===== config.mk =====
export PLATFORM = sky130hd
export DESIGN_NAME = sat_counter
export DESIGN_NICKNAME = d
export VERILOG_FILES = /design/src/rtl/odd_count_checker_pkg.sv /design/src/rtl/odd_count_checker_sat_counter.sv
export SDC_FILE = /design/constraint.sdc
export NUM_CORES = 1
export LEC_CHECK = 0
export BUFFER_PORTS_ARGS = -buffer_cell sky130_fd_sc_hd__buf_2
export CORE_UTILIZATION = 48
export CTS_CLUSTER_DIAMETER = 50
export DETAILED_ROUTE_END_ITERATION = 10
export HOLD_SLACK_MARGIN = 0.02
export MAX_ROUTING_LAYER = met4
export PLACE_DENSITY_LB_ADDON = 0.15
export SLEW_MARGIN = 20
export SYNTH_ARGS = -nofsm -noshare
export SYNTH_HDL_FRONTEND = slang
export SYNTH_SLANG_ARGS = --single-unit

===== constraint.sdc =====
create_clock -name clk -period 2.96 [get_ports clk]
set_input_delay 0.444 -clock clk [delete_from_list [all_inputs] [get_ports clk]]
set_output_delay 0.444 -clock clk [all_outputs]
set_load 0.005 [all_outputs]

===== src/rtl/odd_count_checker_pkg.sv =====
// Shared types and default parameters for the odd-sequence counter and its checker.
package odd_counter_pkg;

  localparam int unsigned DEF_WIDTH    = 8;
  localparam int unsigned DEF_LOCK_CNT = 4;
  localparam int unsigned DEF_LOSS_CNT = 3;
  localparam int unsigned DEF_ERR_W    = 16;
  localparam int unsigned STEP         = 2;

  typedef logic [1:0] state_t;

  localparam state_t ST_IDLE  = 2'd0;
  localparam state_t ST_ACQ   = 2'd1;
  localparam state_t ST_TRACK = 2'd2;

endpackage


===== src/rtl/odd_count_checker_sat_counter.sv =====
// Saturating up-counter with synchronous reset and clear; clear wins over increment.
module sat_counter #(
  parameter int unsigned ERR_W = odd_counter_pkg::DEF_ERR_W
) (
  input  logic             clk,
  input  logic             rst,
  input  logic             inc,
  input  logic             clr,
  output logic [ERR_W-1:0] count
);

  always_ff @(posedge clk) begin
    if (rst) begin
      count <= '0;
    end else if (clr) begin
      count <= '0;
    end else if (inc && (count != '1)) begin
      count <= count + ERR_W'(1);
    end
  end

endmodule


==> run summary <==
* final antenna diode count: 0
* FF-to-FF Start: count[13]
* maximum achievable frequency: 0.592 GHz
* area of the die: 2090 um2
* number of buffers on the longest clock path: 2
* sequential-to-total area share from yosys stat: 34.9%
* Nets: 126
* initial antenna violation count: 0
* GRT Total Usage: 21.3%
* global-route track usage on met1: 27.9%
* reg-to-reg endpoint: count[1]
* DRC violation count after routing: 0
* clock share of power: 38.9%
* hold bufs inserted after CTS: 0
* overall routed net length: 1870 um
* met3 track utilization from global routing: 3.57%
* async set-reset flop share out of synthesis: 0%
* Worst-Skew Late Latency: 0.28 ns
* capture point of the worst path: count[1]
* vertical die dimension: 45.7 um
* clock transition time at the flip-flop clock pins of the worst setup and hold paths: 0.10 ns
* number of CTS-inserted buffers: 3
* busiest layer in global routing: met2
* leakage power figure: 0.424 nW
* leading cell types in the layout, fill and taps excluded: buf_2, dfxtp_1, nand2_1, a21oi_1, mux2i_1
* fraction of final layout cells with drive strength greater than 1: 29.2%
* share of the cycle needed by the critical path after routing: 57.1%
* TritonCTS Sinks: 16
* R2R Setup Slk: 1.27 ns
* nature of the critical path endpoint: flop
* final hold viol count: 0
* weighted congestion reported at the end of routability-driven placement: 0.823
* startpoint type of the worst setup path: flop
* routed wirelength normalized by instance count: 12.9 um
* number of standard cells after synthesis: 102
* internal power summed over all cells: 0.297 mW
* class of the tightest hold or removal check: in -> reg
* P_sw: 0.0834 mW
* number of distinct library cell variants in the gate-level netlist after synthesis: 36
* Data arrival, critical path: 1.86 ns
* average cell area after synthesis: 8.99 um2
* worst hold margin: 0.477 ns
* peak ir drop on the vdd network: 0.201 mV
* Max Clock Skew: 0.00256 ns
* combinational fraction of design power: 4.0%
* largest net degree at the start of global routing: 13
* register ranked first by flip-flop count: count
* Detailed Route Iter0 Violations: 18
* met2 Resource Use GR: 32.3%
* Rel. slew slack: 53.2%
* pre-CTS setup slack: 1.27 ns
* Top Registers: count (16)
* final global-route overflow total: 0
* via count of the first global-routing pass: 677
* setup repair after global routing missed its margin: no
* Worst Path Max Fanout: 12
* sequential share of power: 57.1%
* std cell rows: 15
* final critical path time including I/O delays and setup: 1.69 ns
* sum of negative setup slack: 0 ns
* Max-Cap Viols: 0
* Pins Over Slew Limit: 0
* Final WS setup: 1.27 ns
* overall via count from detail_route: 832
* buffers added on ports: 19
* Via-to-Cell Ratio: 5.74
* commonest non-fill, non-tap cell in the layout: buf_2
* count of cells resized by post-cts repair: 0
* number of flip-flops in the largest register: 16
* HPWL after detailed placement: 1360 um
* outcome: finished clean
* P per Cell Area: 367 nW/um2
* effective utilization at floorplan: 52.0%
* cell area after synthesis: 917 um2
* transition time of the tightest slew-check pin: 0.699 ns
* global-route wire length before repair: 3070 um
* synthesis-stage register bit count: 16
* Antenna Violating Nets Remaining: 0
* Post-synth top flop: dfxtp_1
* number of H-tree branching levels: 1
* setup fix buffers added after clock tree synthesis: 0
* clock tree from TritonCTS: built
* worst-case reg-to-reg path depth: 4
* Area Growth Syn to Fin: 13.1%
* CTS root buf: clkbuf_4
* number of flops mapped to enable cells by yosys: 0
* Setup CP Type: reg -> reg
* horizontal extent of the die: 45.7 um
* fillers: 188
* core area: 1760 um2
* synthesized net count: 107
* total setup violations reported at the end of the flow: 0
* length of the first detailed-routing pass in iterations: 5
* net switching share of the total power: 21.9%
* yosys warns: 0
* I/O pin count: 20
* data required time at the worst endpoint: 3.13 ns
* worst setup path startpoint: count[13]
[cell usage after synthesis, types with 3 or more instances]
cell / count / area (um2)
a31oi_1: 4 / 25.0
nand2_1: 13 / 48.8
nand4_1: 3 / 18.8
dfxtp_1: 16 / 320
mux2i_1: 6 / 60.1
or3_1: 4 / 25.0
a21oi_1: 6 / 30.0
a211oi_1: 3 / 22.5
o21ai_0: 4 / 20.0
or3_2: 3 / 22.5
and3_1: 3 / 18.8
nand3_1: 5 / 25.0
[power by group through the flow]
stage               sequential [mW]  combinational [mW]  clock (mW)
global route                  0.218              0.0175       0.161
floorplan                     0.222             0.00959           0
detailed placement            0.222              0.0154           0
finish                        0.217              0.0153       0.148
CTS                           0.217              0.0155       0.151
global placement              0.222              0.0151           0
[worst max-delay path, stage by stage (launching register included)]
cell and delay [ns]:
dfxtp_1 0.49, nand4_4 0.18, nor3_4 0.47, a21boi_0 0.26
mux2i_1 0.17
[metrics by stage]
stage / std cells / instance area, um2 / utilization, % / total power [mW]
6_report: 145 / 1040 / 58.8 / 0.381
5_1_grt: 145 / 1040 / 58.8 / 0.396
4_1_cts: 145 / 1040 / 58.8 / 0.384
3_5_place_dp: 141 / 1000 / 56.7 / 0.238
3_3_place_gp: 141 / 1000 / 56.7 / 0.237
2_1_floorplan: 102 / 917 / - / 0.232
[logic make-up (layout without fill, tap and decap cells)]
family                   after synthesis  in the layout  synth area share [%]
AO/OA/AOI/OAI                         27             27                  20.6
adder cells (fa/ha/maj)                1              1                  1.36
buffers and inverters                  6             24                  5.05
flip-flops                            16             16                  34.9
multiplexers                           6              6                  6.55
AND/OR/NAND/NOR                       46             46                  31.5
[final cells by class]
class | count | area (um2) | share of cell area, %
Clock buffer | 4 | 36.3 | 3.50
Inverter | 1 | 3.75 | 0.362
Multi-Input combinational cell | 80 | 551 | 53.1
Sequential cell | 16 | 320 | 30.9
Tap cell | 25 | 31.3 | 3.02
Timing Repair Buffer | 19 | 95.1 | 9.17
[per-layer routing]
metal / routed length, um / vias to the layer above
met5: 0 / -
met4: 22 / 0
li1: - / 428
met2: 887 / 15
met1: 898 / 387
met3: 58 / 2
[worst min-delay path by stage]
stage,from,to,slack [ns],depth (start not counted)
after global routing,clr,count[9],0.50,3
after detailed placement,count[3],count[3],0.49,2
after global placement,count[3],count[3],0.49,2
final,rst,count[15],0.48,3
after floorplan,count[5],count[5],0.48,2
after CTS,rst,count[15],0.48,3
Power figures use the tool's default switching activity.
